[src/rtl/top16_frame_ctrl.sv]
// Frame sequencer for the top-16 max/sum sorter: clears it, streams one frame of
// samples into it, waits for the sum to settle and hands {max, sum, count} downstream.
//
// state   | meaning
// --------+-----------------------------------------------------------
// IDLE    | waiting for start with a non-zero cfg_len
// CLEAR   | one cycle of sort_clr to wipe the previous frame
// FEED    | accepting samples until len have been taken
// DRAIN   | letting the sorter registers and sum register settle
// HOLD    | result presented, waiting for the consumer handshake
module top16_frame_ctrl #(
    parameter int W         = 12,
    parameter int CNT_W     = 16,
    parameter int DRAIN_CYC = 2
) (
    input  logic             clk,
    input  logic             synrst,
    input  logic             start,
    input  logic [CNT_W-1:0] cfg_len,
    input  logic             abort,
    input  logic             s_valid,
    input  logic [W-1:0]     s_data,
    output logic             s_ready,
    output logic             sort_clr,
    output logic             sort_en,
    output logic [W-1:0]     sort_data,
    input  logic [W-1:0]     sort_max,
    input  logic [W+3:0]     sort_sum,
    output logic             m_valid,
    output logic [W-1:0]     m_max,
    output logic [W+3:0]     m_sum,
    output logic [CNT_W-1:0] m_count,
    input  logic             m_ready,
    output logic             busy
);

    // The drain timer counts down from DRAIN_CYC-1 to zero, so it only needs
    // enough bits to hold DRAIN_CYC-1.
    localparam int DRN_W = (DRAIN_CYC < 2) ? 1 : $clog2(DRAIN_CYC);
    localparam logic [DRN_W-1:0] DRN_LOAD = DRN_W'(DRAIN_CYC - 1);

    typedef enum logic [2:0] {
        ST_IDLE  = 3'd0,
        ST_CLEAR = 3'd1,
        ST_FEED  = 3'd2,
        ST_DRAIN = 3'd3,
        ST_HOLD  = 3'd4
    } state_t;

    state_t             state_q,   state_d;
    logic [CNT_W-1:0]   len_q,     len_d;
    logic [CNT_W-1:0]   cnt_q,     cnt_d;
    logic [DRN_W-1:0]   drn_q,     drn_d;
    logic               m_valid_q, m_valid_d;
    logic [W-1:0]       m_max_q,   m_max_d;
    logic [W+3:0]       m_sum_q,   m_sum_d;
    logic [CNT_W-1:0]   m_count_q, m_count_d;

    logic               accept;

    always_ff @(posedge clk) begin
        if (synrst) begin
            state_q   <= ST_IDLE;
            len_q     <= '0;
            cnt_q     <= '0;
            drn_q     <= '0;
            m_valid_q <= 1'b0;
            m_max_q   <= '0;
            m_sum_q   <= '0;
            m_count_q <= '0;
        end else begin
            state_q   <= state_d;
            len_q     <= len_d;
            cnt_q     <= cnt_d;
            drn_q     <= drn_d;
            m_valid_q <= m_valid_d;
            m_max_q   <= m_max_d;
            m_sum_q   <= m_sum_d;
            m_count_q <= m_count_d;
        end
    end

    // abort wins over acceptance, so ready is withdrawn in the same cycle.
    always_comb begin
        s_ready = (state_q == ST_FEED) && !abort && !synrst;
        accept  = s_ready && s_valid;
    end

    always_comb begin
        state_d   = state_q;
        len_d     = len_q;
        cnt_d     = cnt_q;
        drn_d     = drn_q;
        m_valid_d = m_valid_q;
        m_max_d   = m_max_q;
        m_sum_d   = m_sum_q;
        m_count_d = m_count_q;

        if (abort && (state_q != ST_IDLE)) begin
            state_d   = ST_IDLE;
            m_valid_d = 1'b0;
        end else begin
            case (state_q)
                ST_IDLE: begin
                    if (start && (cfg_len != '0)) begin
                        state_d = ST_CLEAR;
                        len_d   = cfg_len;
                        cnt_d   = '0;
                    end
                end
                ST_CLEAR: begin
                    state_d = ST_FEED;
                end
                ST_FEED: begin
                    if (accept) begin
                        cnt_d = cnt_q + CNT_W'(1);
                        if (cnt_q == (len_q - CNT_W'(1))) begin
                            state_d = ST_DRAIN;
                            drn_d   = DRN_LOAD;
                        end
                    end
                end
                ST_DRAIN: begin
                    if (drn_q == '0) begin
                        state_d   = ST_HOLD;
                        m_max_d   = sort_max;
                        m_sum_d   = sort_sum;
                        m_count_d = len_q;
                        m_valid_d = 1'b1;
                    end else begin
                        drn_d = drn_q - DRN_W'(1);
                    end
                end
                ST_HOLD: begin
                    if (m_ready) begin
                        state_d   = ST_IDLE;
                        m_valid_d = 1'b0;
                    end
                end
                default: begin
                    state_d   = ST_IDLE;
                    m_valid_d = 1'b0;
                end
            endcase
        end
    end

    always_comb begin
        sort_clr  = synrst || (state_q == ST_CLEAR);
        sort_en   = accept;
        sort_data = s_data;
        busy      = (state_q != ST_IDLE);
        m_valid   = m_valid_q;
        m_max     = m_max_q;
        m_sum     = m_sum_q;
        m_count   = m_count_q;
    end

endmodule

[config.mk]
export PLATFORM = sky130hd
export DESIGN_NAME = top16_frame_ctrl
export DESIGN_NICKNAME = d
export VERILOG_FILES = /design/src/rtl/top16_frame_ctrl.sv
export SDC_FILE = /design/constraint.sdc
export NUM_CORES = 1
export LEC_CHECK = 0
export BUFFER_PORTS_ARGS = -buffer_cell sky130_fd_sc_hd__buf_2
export CORE_ASPECT_RATIO = 0.7
export CORE_MARGIN = 5
export CORE_UTILIZATION = 45
export DETAILED_ROUTE_END_ITERATION = 16
export HOLD_SLACK_MARGIN = 0.03
export PLACE_DENSITY = 0.75
export SLEW_MARGIN = 20
export SYNTH_ARGS = -nofsm -noshare
export SYNTH_HDL_FRONTEND = slang
export SYNTH_SLANG_ARGS = --single-unit
[constraint.sdc]
create_clock -name clk -period 2 [get_ports clk]
set_input_delay 0.2 -clock clk [delete_from_list [all_inputs] [get_ports clk]]
set_output_delay 0.2 -clock clk [all_outputs]
set_load 0.01 [all_outputs]
==> results of run 1 <==
==> registers in the layout, summed over array words and instances (netlist names) <==
signal / cells
m_count: 16
len_q: 16
m_sum: 16
state_q: 3
cnt_q: 16
m_valid: 1
drn_q: 1
m_max: 12
==> stage by stage <==
step	hold WS (ns)	power, mW	setup WS, ns
floorplan	0.336	1.99	0.0159
detailed placement	0.400	2.19	-0.209
CTS	0.0869	3.85	0.0102
finish	0.0915	3.86	-0.0812
global placement	0.400	2.18	-0.162
global route	0.0986	4.00	-0.220
==> layer usage <==
layer  share of wire, %  vias to the layer above  routed length (um)  global-route usage [%]
li1                   -                     1873                   -                       -
met1                 44                     1708                4610                    25.6
met2                 46                      142                4840                    34.5
met3                8.9                       20                 936                    7.86
met4                1.7                        0                 176                    6.03
met5                  0                        -                   0                       0
==> path summary, 6_finish.rpt <==
| path | end | slack, ns | depth (start not counted) |
|---|---|---|---|
| worst min register to register | m_count[11]$_SDFFE_PP0P_ | 0.45 | 2 |
| worst max register to register | state_q[0]$_SDFFE_PP0P_ | -0.08 | 7 |
| worst max-delay path | state_q[0]$_SDFFE_PP0P_ | -0.08 | 7 |
| worst min-delay path | m_sum[3]$_SDFFE_PP0P_ | 0.09 | 3 |
==> repair_timing <==
action | 4_1_cts | 5_1_grt
hold buffers | 0 | 0
gates resized for setup | 15 | 6
setup endpoints to repair | 2 | 8
buffers inserted | 0 | 1
pin swaps | 7 | 2
==> cells in the mapped netlist, drive strengths merged, types with 2 or more instances <==
cell type	number	share of area, %
or4	4	0.89
or3	12	2.0
nor4b	2	0.46
or2	2	0.33
o21ai	12	1.6
xor2	6	1.4
nor3	19	2.5
nand3	9	1.2
o31ai	3	0.59
nor2	41	4.1
a311oi	2	0.46
buf	17	3.2
nand4	4	0.66
nand3b	5	0.99
nand2	106	10
clkbuf	27	2.7
mux2i	17	4.5
nor4	2	0.33
xnor2	19	4.4
and3	3	0.49
inv	5	0.49
a21oi	62	8.3
dfxtp	81	43
nand2b	3	0.49
nand4b	3	0.69
ha	2	0.66
==> cell type report <==
| type | instances | area (um2) | area share [%] |
|---|---|---|---|
| inverters | 5 | 18.8 | 0.373 |
| well taps | 105 | 131 | 2.61 |
| clock inverters | 4 | 53.8 | 1.07 |
| multi-input cells | 353 | 2040 | 40.6 |
| flip-flops and latches | 81 | 1620 | 32.3 |
| clock buffers | 12 | 236 | 4.71 |
| repair buffers | 153 | 923 | 18.4 |
==> logic make-up (layout without fill, tap and decap cells) <==
kind of cell / after synthesis / in the layout / share of synthesized area, %
AO/OA/AOI/OAI: 88 / 88 / 13.3
buffers and inverters: 49 / 174 / 6.34
adder cells (fa/ha/maj): 3 / 3 / 0.919
XOR/XNOR: 25 / 25 / 5.75
flip-flops: 81 / 81 / 42.6
multiplexers: 17 / 17 / 4.47
AND/OR/NAND/NOR: 220 / 220 / 26.7
==> report_power, final <==
| group | switching (mW) | leakage (nW) | total [mW] | internal (mW) |
|---|---|---|---|---|
| combinational | 0.271 | 1.29 | 0.544 | 0.272 |
| clock | 0.671 | 0.133 | 1.64 | 0.971 |
| sequential | 0.0290 | 0.656 | 1.67 | 1.64 |
==> worst max-delay path, cell delays in order, from the launching register on <==
cell and delay (ns):
dfxtp_2 0.34, buf_6 0.12, or3_4 0.40, nor4b_4 0.25
o211ai_1 0.14, nor4_2 0.36, o2111ai_2 0.22, a21oi_1 0.17
==> placed cells by master, fill, tap and decap left out, drive strengths merged, types with 5 or more instances in the layout <==
| cell | Yosys | final |
|---|---|---|
| a21oi | 62 | 62 |
| buf | 17 | 153 |
| clkbuf | 27 | 12 |
| dfxtp | 81 | 81 |
| inv | 5 | 5 |
| mux2i | 17 | 17 |
| nand2 | 106 | 106 |
| nand3 | 9 | 9 |
| nand3b | 5 | 5 |
| nor2 | 41 | 41 |
| nor3 | 19 | 19 |
| o21ai | 12 | 12 |
| or3 | 12 | 12 |
| xnor2 | 19 | 19 |
| xor2 | 6 | 6 |
==> impl_metrics.ini, run 1 <==
[routing]
via_count = 3743
drc = 0
wl_per_cell_um = 14.8
drt_iter0_markers = 253
finalWirelength_um = 10600
drtPass1Iterations = 4
ant_nets = 0
viasPerCell = 5.25

[final_layout]
drive_gt1_share_pct = 31.3
fillers = 731
area_growth_pct = 31.9
fin_nets = 667
design_area_um2 = 5030
num_antenna_cells = 0
final_cells = 713
final_util_pct = 60.3

[die]
dieWidth_um = 120
core_um2 = 8340
ios = 123
die_y_um = 87.0
die_area_um2 = 10400
std_cell_rows = 28
start_util_pct = 45.7

[yosys]
syn-cell-area_um2 = 3810
synth-async-reset-ratio_pct = 0
synth-edff-count = 0
seq_area_frac_synth_pct = 42.6
yosysWarnings = 0
synthFlopType = dfxtp_1
syn-num-nets = 547
syn_area_per_cell_um2 = 7.89
synth_cell_type_count = 48
ys_seq_elements = 81
synthCells = 483

[grt]
grt_overflow = 0
grt_pass1_wl_um = 17500
grt_max_degree = 57
grt.total_usage_pct = 20.8
grt_pass1_vias = 3668
antenna_found_initial = 0

[sta]
setup_viol = 2
final-max-slew-violation-count = 0
min_period_over_period_pct = 104
max_clock_freq_mhz = 480
rsz0062_at_grt = yes
finalSetupTns_ns = -0.144
period_needed_ns = 2.08
slew_headroom_pct = 61.4
setup_ws_ns = -0.0812
fin_skew_ns = 0.00519
tightest_slew_ns = 0.579
hold_violations = 0

[power_and_ir_drop]
irDropWorstVdd_mv = 0.436
p_per_area_nw_per_um2 = 767
p_leak_nw = 2.08

[hold_path]
hold_start = sort_sum[3]
hold_class = in -> reg

[cts]
clk_path_buf_depth = 2
ctsRootBufferMaster = clkbuf_16
tritoncts = built
clk_pin_slew_ns = 0.06
cts_buffers = 9
worstSkewPairLatency_ns = 0.34
cts_sinks = 81
ctsHtreeMaxLevel = 3

[critical_path]
cp.arrival_ns = 2.35
startpoint = len_q[1]$_SDFFE_PP0P_
cp-start-kind = flip-flop
end_kind = flip-flop
cp.required_ns = 2.27
crit_type = reg -> reg
cp_max_fo = 4
r2r-start = len_q[1]$_SDFFE_PP0P_

[status]
violations = setup timing
outcome = finished, violations left

[place]
dpl-instance-area_um2 = 4630
port_buffers = 98
dp.cells = 696
place_hpwl_um = 7730
gp_congestion = 0.953

[flow_run]
maxCapViolCount = 0
Note: power is estimated with default switching activity, not from simulation.
==> run 2: changes to the inputs <==
Settings changed: CORE_UTILIZATION 45 to 46, CTS_BUF_LIST set to sky130_fd_sc_hd__clkbuf_4 sky130_fd_sc_hd__clkbuf_8 sky130_fd_sc_hd__clkbuf_16, PLACE_DENSITY 0.75 to 0.76.
==> run 2 against run 1 <==
The flow now finishes without violations. Non-clock buffer count shrank 5. Sequential power is essentially flat. Clock power is essentially flat. First-iteration DRC count shrank 2.4%. Die area shrank 2.0%. Critical endpoint is now cnt_q[15]$_SDFFE_PP0P_. Combinational power grew 3.9%. Design area grew 0.82%. Sequential cell count is the same. Clock skew grew 0.0024 ns.
==> impl_metrics.ini, run 2 (synthesized netlist as in run 1, its figures left out) <==
[cts]
ctsRootBufferMaster = clkbuf_16
tritoncts = built
holdBufCountCts = 0
worstSkewPairLatency_ns = 0.34
cts_buffers = 9
clk_pin_slew_ns = 0.06
clk_path_buf_depth = 2
ctsHtreeMaxLevel = 3
cts_sinks = 81

[grt]
antenna_found_initial = 0
grt_max_degree = 71
grt.total_usage_pct = 20.6
grt_pass1_vias = 3657
grt_overflow = 0
grt_pass1_wl_um = 17100

[die]
std_cell_rows = 27
ios = 123
die_y_um = 86.1
dieWidth_um = 119
core_um2 = 7970
die_area_um2 = 10200
start_util_pct = 47.8

[status]
outcome = complete, no violations

[final_layout]
multi_input_area_um2 = 2100
num_antenna_cells = 0
final_common_cell = nand2_1
final_cells = 704
layout.area.seq_um2 = 1620
design_area_um2 = 5070
fin_nets = 662
drive_gt1_share_pct = 32.8
fillers = 688
area_growth_pct = 33.0
final_cell_mix = nand2_1, buf_2, dfxtp_1

[critical_path]
cp.arrival_ns = 2.23
crit_type = reg -> reg
cp.required_ns = 2.27
cp-start-kind = flip-flop
end_kind = flip-flop
cp_max_fo = 4

[sta]
max_clock_freq_mhz = 513
tightest_slew_ns = 0.719
rsz0062_at_grt = yes
setup_viol = 0
slew_headroom_pct = 52.0
hold_violations = 0
final-max-slew-violation-count = 0
min_period_over_period_pct = 97.5
fin_skew_ns = 0.00759
period_needed_ns = 1.95

[routing]
drc = 0
viasPerCell = 5.40
via_count = 3805
finalWirelength_um = 10900
wl_per_cell_um = 15.4
drtPass1Iterations = 7
ant_nets = 0
drt_iter0_markers = 247

[power_and_ir_drop]
p_leak_nw = 2.09
switching_share_pct = 25.1
total_power_mw = 3.88
pwr-share-comb_pct = 14.6
p_sw_mw = 0.976
p_per_area_nw_per_um2 = 766
pwr-share-clk_pct = 42.3
p_int_mw = 2.90
irDropWorstVdd_mv = 0.502
seqPwrFrac_pct = 43.2

[place]
port_buffers = 98
dp.cells = 688
gp_congestion = 0.927
dpl-instance-area_um2 = 4610
place_hpwl_um = 7970

[flow_run]
maxCapViolCount = 0

[hold_path]
hold_class = in -> reg
==> run 2: metal layers <==
| layer | GRT usage [%] | wire length [um] |
|---|---|---|
| met1 | 26.9 | 4850 |
| met2 | 32.2 | 4960 |
| met3 | 6.72 | 855 |
| met4 | 6.83 | 189 |
| met5 | 0 | 0 |
==> run 2: power by group through the flow <==
stage | logic, mW | registers, mW | clock network, mW
global placement | 0.485 | 1.70 | 0
finish | 0.565 | 1.68 | 1.64
CTS | 0.503 | 1.67 | 1.67
floorplan | 0.293 | 1.70 | 0
global route | 0.607 | 1.68 | 1.74
detailed placement | 0.494 | 1.70 | 0
==> run 2: final cells by class <==
| class | count | share of cell area, % |
|---|---|---|
| Clock inverter | 6 | 1.33 |
| Timing Repair Buffer | 148 | 17.7 |
| Clock buffer | 10 | 4.59 |
| Sequential cell | 81 | 32.0 |
| Tap cell | 101 | 2.49 |
| Multi-Input combinational cell | 353 | 41.4 |
| Inverter | 5 | 0.370 |
==> run 2: final timing paths <==
| path | end | slack [ns] | startpoint | cells past startpoint |
|---|---|---|---|---|
| max | cnt_q[15]$_SDFFE_PP0P_ | 0.05 | cnt_q[4]$_SDFFE_PP0P_ | 6 |
| min | m_sum[0]$_SDFFE_PP0P_ | 0.10 | sort_sum[0] | 3 |
| max reg2reg | cnt_q[15]$_SDFFE_PP0P_ | 0.05 | cnt_q[4]$_SDFFE_PP0P_ | 6 |
| min reg2reg | m_count[3]$_SDFFE_PP0P_ | 0.45 | m_count[3]$_SDFFE_PP0P_ | 2 |
==> run 2: stage by stage <==
stage	TNS [ns]	utilization, %	hold slack [ns]	worst slack [ns]
finish	0	63.6	0.101	0.0493
detailed placement	-3.07	57.8	0.400	-0.204
CTS	0	61.8	0.0912	0.0133
global route	-0.0562	63.6	0.102	-0.0171
global placement	-1.15	57.8	0.400	-0.0789
floorplan	0	-	0.336	0.0159
==> run 2: what timing repair did <==
item                                   in CTS  in global routing
gates resized for setup                     3                 29
setup buffers                               0                  0
pin swaps                                   2                  8
setup endpoints to repair                   2                  7
cloned                                      0                  0
endpoints found under the hold margin       0                  0
==> run 2: worst max-delay path, cell delays in order (launching register included) <==
cell     delay [ns]
dfxtp_1        0.43
and3_1         0.25
and3_1         0.19
and4_1         0.29
nand4_1        0.20
or3_1          0.39
a21oi_1        0.14
